===== config.mk =====
export PLATFORM = sky130hd
export DESIGN_NAME = instr_fetch_flat
export DESIGN_NICKNAME = d
export VERILOG_FILES = /design/src/rtl/mips_pkg.sv /design/src/rtl/instr_fetch_if.sv /design/src/rtl/instr_fetch.sv /design/src/flat_wrapper.sv
export SDC_FILE = /design/constraint.sdc
export NUM_CORES = 1
export LEC_CHECK = 0
export CAP_MARGIN = 25
export CORE_ASPECT_RATIO = 0.8
export CORE_MARGIN = 2
export CORE_UTILIZATION = 28
export DETAILED_ROUTE_END_ITERATION = 8
export PLACE_DENSITY = 0.57
export SYNTH_ARGS = -nofsm -noshare
export SYNTH_HDL_FRONTEND = slang
export SYNTH_SLANG_ARGS = --single-unit
export TNS_END_PERCENT = 20

===== constraint.sdc =====
create_clock -name clk -period 2.74 [get_ports clk]
set_clock_uncertainty 0.05 [all_clocks]
set_input_delay 0.411 -clock clk [delete_from_list [all_inputs] [get_ports clk]]
set_output_delay 0.411 -clock clk [all_outputs]
set_load 0.02 [all_outputs]

===== src/rtl/mips_pkg.sv =====
// mips_pkg: shared fetch-stage types and constants.
package mips_pkg;
   typedef enum logic [1:0] {IDLE, REQ, DROP, HOLD} fetch_state_t;
   localparam int INSTR_W = 32;
   localparam logic [31:0] PC_INC = 32'd4;
endpackage


===== src/rtl/instr_fetch_if.sv =====
// instr_fetch_if: instruction-memory and decode-side handshake bundle of the fetch stage.
interface instr_fetch_if;
   import mips_pkg::*;
   logic imem_req;
   logic [31:0] imem_addr;
   logic imem_ack;
   logic [INSTR_W-1:0] imem_rdata;
   logic if_valid;
   logic if_ready;
   logic [INSTR_W-1:0] if_instr;
   logic [31:0] if_pc;
   logic [31:0] if_pc4;
   modport master (
      output imem_req, imem_addr, if_valid, if_instr, if_pc, if_pc4,
      input imem_ack, imem_rdata, if_ready
   );
   modport slave (
      input imem_req, imem_addr, if_valid, if_instr, if_pc, if_pc4,
      output imem_ack, imem_rdata, if_ready
   );
endinterface


===== src/rtl/instr_fetch.sv =====
// instr_fetch: fetch FSM driving next_pc, the imem request and the decode-side instruction register.
module instr_fetch import mips_pkg::*; #(
   parameter logic [31:0] RESET_PC = 32'h0000_0000
) (
   input  logic clk,
   input  logic reset,
   input  logic [31:0] pc,
   output logic [31:0] next_pc,
   input  logic redirect,
   input  logic [31:0] redirect_pc,
   instr_fetch_if.master bus
);
   fetch_state_t state, state_nx;
   logic [31:0] pend_pc, pc4, npc;
   logic take;
   assign pc4 = pc + PC_INC;
   always_ff @(posedge clk) state <= reset ? IDLE : state_nx;
   always_comb begin
      state_nx = state;
      case (state)
         IDLE: state_nx = REQ;
         REQ:  state_nx = bus.imem_ack ? (redirect ? REQ : HOLD) : (redirect ? DROP : REQ);
         DROP: state_nx = bus.imem_ack ? REQ : DROP;
         HOLD: state_nx = (redirect || (bus.if_valid && bus.if_ready)) ? REQ : HOLD;
         default: state_nx = IDLE;
      endcase
   end
   // Data returned alongside a redirect, or for an abandoned request, is never captured.
   always_comb begin
      take = state == REQ && bus.imem_ack && !redirect;
      bus.imem_req = state == REQ || state == DROP;
      bus.imem_addr = pc;
      npc = pc;
      case (state)
         IDLE, HOLD: npc = redirect ? redirect_pc : pc;
         REQ:  npc = (redirect && bus.imem_ack) ? redirect_pc : take ? pc4 : pc;
         DROP: npc = bus.imem_ack ? (redirect ? redirect_pc : pend_pc) : pc;
         default: npc = pc;
      endcase
      if (reset) npc = RESET_PC;
      next_pc = {npc[31:2], 2'b00};
   end
   always_ff @(posedge clk) begin
      if (reset) begin
         bus.if_valid <= 1'b0;
         bus.if_instr <= '0;
         bus.if_pc <= '0;
         bus.if_pc4 <= '0;
         pend_pc <= '0;
      end else begin
         if (take) begin
            bus.if_valid <= 1'b1;
            bus.if_instr <= bus.imem_rdata;
            bus.if_pc <= pc;
            bus.if_pc4 <= pc4;
         end else if (redirect || (state == HOLD && bus.if_ready)) begin
            bus.if_valid <= 1'b0;
         end
         if (redirect && ((state == REQ && !bus.imem_ack) || state == DROP)) pend_pc <= redirect_pc;
      end
   end
endmodule


===== src/flat_wrapper.sv =====
// flat-port wrapper written by rule: the top's interface ports become plain ports
module instr_fetch_flat import mips_pkg::*;
#(
   parameter logic [31:0] RESET_PC = 32'h0000_0000
)
  (clk, reset, pc, next_pc, redirect, redirect_pc, bus_imem_req, bus_imem_addr, bus_if_valid, bus_if_instr, bus_if_pc, bus_if_pc4, bus_imem_ack, bus_imem_rdata, bus_if_ready);
  instr_fetch_if bus_i ();
  input  logic clk;
  input  logic reset;
  input  logic [31:0] pc;
  output logic [31:0] next_pc;
  input  logic redirect;
  input  logic [31:0] redirect_pc;
  output wire logic [$bits(bus_i.imem_req)-1:0] bus_imem_req;
  output wire logic [$bits(bus_i.imem_addr)-1:0] bus_imem_addr;
  output wire logic [$bits(bus_i.if_valid)-1:0] bus_if_valid;
  output wire logic [$bits(bus_i.if_instr)-1:0] bus_if_instr;
  output wire logic [$bits(bus_i.if_pc)-1:0] bus_if_pc;
  output wire logic [$bits(bus_i.if_pc4)-1:0] bus_if_pc4;
  input wire logic [$bits(bus_i.imem_ack)-1:0] bus_imem_ack;
  input wire logic [$bits(bus_i.imem_rdata)-1:0] bus_imem_rdata;
  input wire logic [$bits(bus_i.if_ready)-1:0] bus_if_ready;
  assign bus_imem_req = bus_i.imem_req;
  assign bus_imem_addr = bus_i.imem_addr;
  assign bus_if_valid = bus_i.if_valid;
  assign bus_if_instr = bus_i.if_instr;
  assign bus_if_pc = bus_i.if_pc;
  assign bus_if_pc4 = bus_i.if_pc4;
  assign bus_i.imem_ack = bus_imem_ack;
  assign bus_i.imem_rdata = bus_imem_rdata;
  assign bus_i.if_ready = bus_if_ready;
  instr_fetch #(.RESET_PC(RESET_PC)) u_core (.clk(clk), .reset(reset), .pc(pc), .next_pc(next_pc), .redirect(redirect), .redirect_pc(redirect_pc), .bus(bus_i));
endmodule

; ---- After elaboration in Yosys (flattened, before gate mapping)
; Index checks and enable logic that the tools add are counted.
[op_classes]
n_addsub = 1
n_eq_ne = 3
muxes = 15
n_reduce_logical = 16
[ops]
columns = cell, n
row1 = two-way mux 32 bit, 6
row2 = case mux 32 bit (3 select lines), 1
row3 = adder 32 x 3 -> 32 bit (second input constant), 1
row4 = two-way mux 2 bit, 5
row5 = case mux 2 bit (4 select lines), 1
row6 = logical AND 1 bit, 7
row7 = equality test 2 bit (second input constant), 2
row8 = logical OR 1 bit, 4
row9 = equality test 2 x 1 -> 1 bit (second input constant), 1
row10 = logical NOT 1 bit, 2
row11 = logical NOT 2 bit, 1
row12 = two-way mux 1 bit, 2
row13 = nonzero test 2 bit, 1
row14 = OR reduction 2 bit, 1
[totals]
regBits = 131
in_bits = 101
out_inout_bits = 162
word_cells = 41

; ---- Longest topological paths before layout
; Gate-level depths: netlist of run 1.
[logic_depth]
ltp_word = 7
mapped_depth = 9
mapped_depth_nobuf = 7

; ---- Least setup slack after synthesis of run 1
; Ideal clock, no wire load.
[synth_path]
path_kind = input -> output
from = input port pc[2]
to = output port next_pc[20]
arrival_time_ns = 2.428
required_ns = 2.279
path_slack_ns = -0.149
stages = 7
path_cell_list = ha_1 > nand3_4 > or4_1 > clkbuf_2 > or4_1 > a31o_1 > a221oi_2
[synth_between]
elab_chain_len = 5
[synth_lines]
columns = item, line_no
row1 = start: declaration, flat_wrapper.sv:10  ; input logic [31:0] pc;
row2 = adder 32 x 3 -> 32 bit, instr_fetch.sv:16  ; assign pc4 = pc + PC_INC;
row3 = two-way mux 32 bit (2 in a row), instr_fetch.sv:36  ; REQ: npc = (redirect && bus.imem_ack) ? redirect_pc : take ? pc4 : pc;
row4 = case mux 32 bit (3 select lines), instr_fetch.sv:34  ; case (state)
row5 = two-way mux 32 bit, instr_fetch.sv:40  ; if (reset) npc = RESET_PC;
row6 = end: declaration, flat_wrapper.sv:11  ; output logic [31:0] next_pc;
; Every way passes these cells.

; ---- Worst setup path in the final report of run 1
[layout_path]
from = register u_core.state[1]
to = output port next_pc[22]
[layout_between]
elab_chain_len = 7
[layout_lines]
columns = item, line_no
row1 = start: declaration, instr_fetch.sv:13  ; fetch_state_t state, state_nx;
row2 = start signal: assignment, instr_fetch.sv:17  ; always_ff @(posedge clk) state <= reset ? IDLE : state_nx;
row3 = equality test 2 x 1 -> 1 bit, "instr_fetch.sv:30, instr_fetch.sv:34"
row4 = logical AND 1 bit (2 in a row), instr_fetch.sv:30  ; take = state == REQ && bus.imem_ack && !redirect;
row5 = two-way mux 32 bit (2 in a row), instr_fetch.sv:36
row6 = case mux 32 bit (3 select lines) (*), instr_fetch.sv:34
row7 = two-way mux 32 bit (*), instr_fetch.sv:40
; Every way passes the cells marked *; elsewhere a longest branch is shown, timed or not.

==> run_results.csv, run 1 <==
group,metric,value,unit
clock_tree,ctsHtreeMaxLevel,4,
hold_path,holdCritPathClass,"flop to flop",
synth,syn_area_per_cell,7.193,sq um
clock_tree,holdBufCountCts,0,
timing,worst_slack,-0.4536,ns
hold_path,hold_start,"u_core.bus.if_pc[22]",
detailed_routing,ant_nets,0,
worst_setup_path,worstSetupStartpoint,"u_core.state[1]",
grt,grt_max_degree,89,
clock_tree,clk_latency,0.43,ns
detailed_routing,vias_per_cell,5.085,
clock_tree,cts_tree,"yes",
floorplanning,core-area,0.02716,sq mm
worst_setup_path,worstPathRequired,2.28,ns
placement,place_hpwl,23.92,mm
floorplanning,start_util,28.39,%
timing,setup_viol,30,
pwr,vdd_drop_max,0.0003520,V
grt,use_met2,32.65,%
synth,synth_ff_type,"dfxtp_1",
floorplanning,die_h,152.4,microns
timing,rsz0062_at_grt,"true",
outcome,status,"complete, but fails checks",
timing,slew_headroom,33.29,%
hold_path,min_to,"u_core.bus.if_pc[22]",
synth,synth_top_cell_by_area,"dfxtp_1",
floorplanning,rows,54,
worst_setup_path,criticalPathCategory,"flop to output pin",
grt,busiest_layer,"met1",
worst_setup_path,r2r_setup_slack,0.39,ns
layout,drive_above_1_share,21.13,%
worst_setup_path,critical_path.max_fanout,5,
detailed_routing,drc,0,
timing,layout_min_cycle_time,3.194,ns
grt,antenna_found_initial,2,
grt,grt_use_met3,6.057,%
clock_tree,cts_root_buf,"clkbuf_16",
worst_setup_path,arrival,2.73,ns
job,drv_cap,0,
grt,grt_usage,22.59,%
hold_path,holdPathStages,2,
synth,yosysTopAreaCellShare,32.97,%
pwr,leakage,4.563,nW
placement,routabilityCongestion,0.8774,
worst_setup_path,worstRegToRegCells,9,
clock_tree,clk_pin_slew_worst_paths,0.06,ns
timing,period_share,116.6,%
worst_setup_path,end_kind,"output pin",
synth,synth.cell_area,0.007711,sq mm
grt,grt_overflow,0,
synth,yosysMostFrequentCell,"nand2_1",
grt,grt_pass1_wl,50.74,mm
synth,async_flop_share,0,%
synth,synthTopCellsByArea,"dfxtp_1 (33%), nand2_1 (12%), a21oi_1 (8.8%)",
detailed_routing,wl_per_cell,18.81,microns
grt,grt_pass1_vias,8276,
timing,tightest_slew,1.001,ns
outcome,violations,"negative setup slack",
worst_setup_path,reg2reg_to,"u_core.bus.if_pc4[15]",
timing,finalSetupTns,-7.798,ns
timing,drv_slew,0,
timing,finalHoldViolations,0,
layout,area_growth,61.25,%
grt,met1_usage,33.23,%
detailed_routing,drt_iter0_markers,850,
synth,synthTopCellsByCount,"nand2_1 (239), a21oi_1 (136), dfxtp_1 (127), clkbuf_1 (87), nor2_1 (55)",
placement,portBuffers,258,
pwr,total_power,6.000,mW
synth,seq_area_frac_synth,32.97,%
clock_tree,cts_buffers,17,
synth,synth_edf_count,0,
detailed_routing,drt_wl_total,33.12,mm
pwr,pwr_density_cell,482.5,mW/mm^2
timing,max_clock_freq,313.1,MHz
worst_setup_path,critPathLaunchType,"flop",
floorplanning,io_pins,263,
clock_tree,cts.path.max_buffers,2,
synth,ys_warn_count,0,
floorplanning,fp.dieW,189.5,microns
synth,ys_ff_latch,127,
floorplanning,die-area,0.02889,sq mm
detailed_routing,vias,8954,
synth,synthDistinctLibCells,58,
synth,synth_cells,1072,
worst_setup_path,rr_startpoint,"u_core.state[1]",
clock_tree,clkSinkCount,127,
detailed_routing,firstDrtPassIters,5,
layout,nets,1491,
==> metal layers <==
layer	up-vias	wire, microns
met5	-	13
met2	361	14200
li1	4362	-
met1	4192	15750
met4	2	461
met3	37	2688
==> stage by stage <==
step / instances / util (%) / hold slack, ns / setup slack [ns] / instance area [sq um]
after floorplan: 1073 / - / 0.3836 / -0.1028 / 7732
after global placement: 1717 / 41.76 / 0.3907 / -1.209 / 11340
after detailed placement: 1717 / 41.76 / 0.3960 / -1.183 / 11340
after CTS: 1754 / 45.17 / 0.4040 / -0.5729 / 12270
after global routing: 1760 / 45.77 / 0.4162 / -0.5488 / 12430
final: 1761 / 45.78 / 0.4026 / -0.4536 / 12430
==> flip-flops by register name, summed over array words and instances (netlist names) <==
signal               flops
u_core.bus.if_pc4       32
u_core.bus.if_pc        30
u_core.bus.if_valid      1
u_core.bus.if_instr     32
u_core.state             2
u_core.pend_pc          30
==> kinds of logic (layout without fill, tap and decap cells) <==
| family | Yosys count | in the layout | synth area share, % |
|---|---|---|---|
| DFF | 127 | 127 | 32.97 |
| xor gates and xnor gates | 41 | 41 | 4.657 |
| and+or+nand+nor | 409 | 409 | 23.75 |
| AOI/OAI and AO/OA | 307 | 307 | 24.91 |
| muxes | 19 | 19 | 2.483 |
| buffers and inverters | 161 | 484 | 10.04 |
| other | 1 | 3 | 0.04863 |
| adders and majority gates | 7 | 7 | 1.136 |
==> layout make-up <==
class / instances / area, sq um
Fill cell: 2775 / 14730
Multi-Input combinational cell: 785 / 4758
Timing Repair Buffer: 437 / 4000
Sequential cell: 127 / 2545
Clock buffer: 20 / 456.7
Tap cell: 364 / 455.4
Clock inverter: 12 / 160.2
Inverter: 15 / 56.30
Antenna cell: 1 / 2.502
==> critical path, cell delays in order, from the launching register on <==
cell	delay, ns
dfxtp_2	0.32
inv_2	0.06
ha_4	0.12
nand3b_1	0.19
or4_4	0.48
buf_6	0.14
or4_4	0.47
a31oi_1	0.16
o21a_1	0.21
buf_6	0.14
==> report_power, final <==
part / total (mW) / switching, mW / internal (mW)
logic: 1.62 / 0.895 / 0.727
registers: 1.96 / 0.0382 / 1.92
clock network: 2.42 / 0.931 / 1.49
total: 6.00 / 1.86 / 4.14
==> timing repair <==
item,in CTS,in global routing
gates cloned,0,0
endpoints found under the hold margin,0,0
setup endpoints to repair,30,30
pin swaps,24,12
gates resized for setup,153,44
setup buffers,5,6
==> worst max-delay path by stage <==
| stage | slack (ns) | endpoint | depth (start not counted) |
|---|---|---|---|
| after floorplan | -0.10 | next_pc[20] | 7 |
| after detailed placement | -1.18 | next_pc[22] | 9 |
| final | -0.45 | next_pc[22] | 9 |
| after global routing | -0.55 | next_pc[15] | 9 |
| after CTS | -0.57 | next_pc[22] | 9 |
| after global placement | -1.21 | next_pc[22] | 9 |
==> cell usage in the layout (no fill, tap or decap), types with 9 or more instances in the layout <==
| cell type | count |
|---|---|
| buf_4 | 174 |
| o21ai_0 | 36 |
| nand2_1 | 239 |
| buf_6 | 20 |
| a31oi_1 | 15 |
| inv_1 | 13 |
| a211oi_1 | 33 |
| clkdlybuf4s50_1 | 214 |
| xor2_1 | 13 |
| xnor2_1 | 28 |
| nand3_1 | 24 |
| o211ai_1 | 13 |
| a21oi_1 | 136 |
| mux2i_1 | 18 |
| clkbuf_16 | 17 |
| nor2_1 | 52 |
| nand4_1 | 16 |
| and2_1 | 11 |
| dfxtp_1 | 125 |
| a311o_1 | 9 |
| dlygate4sd2_1 | 9 |
Power figures use the tool's default switching activity.
==> inputs of run 2 (changes only) <==
- ABC_CLOCK_PERIOD_IN_PS: default -> 2740
==> results of run 2 <==
Same layout as run 1: the final DEF is identical, and so are final timing and power.
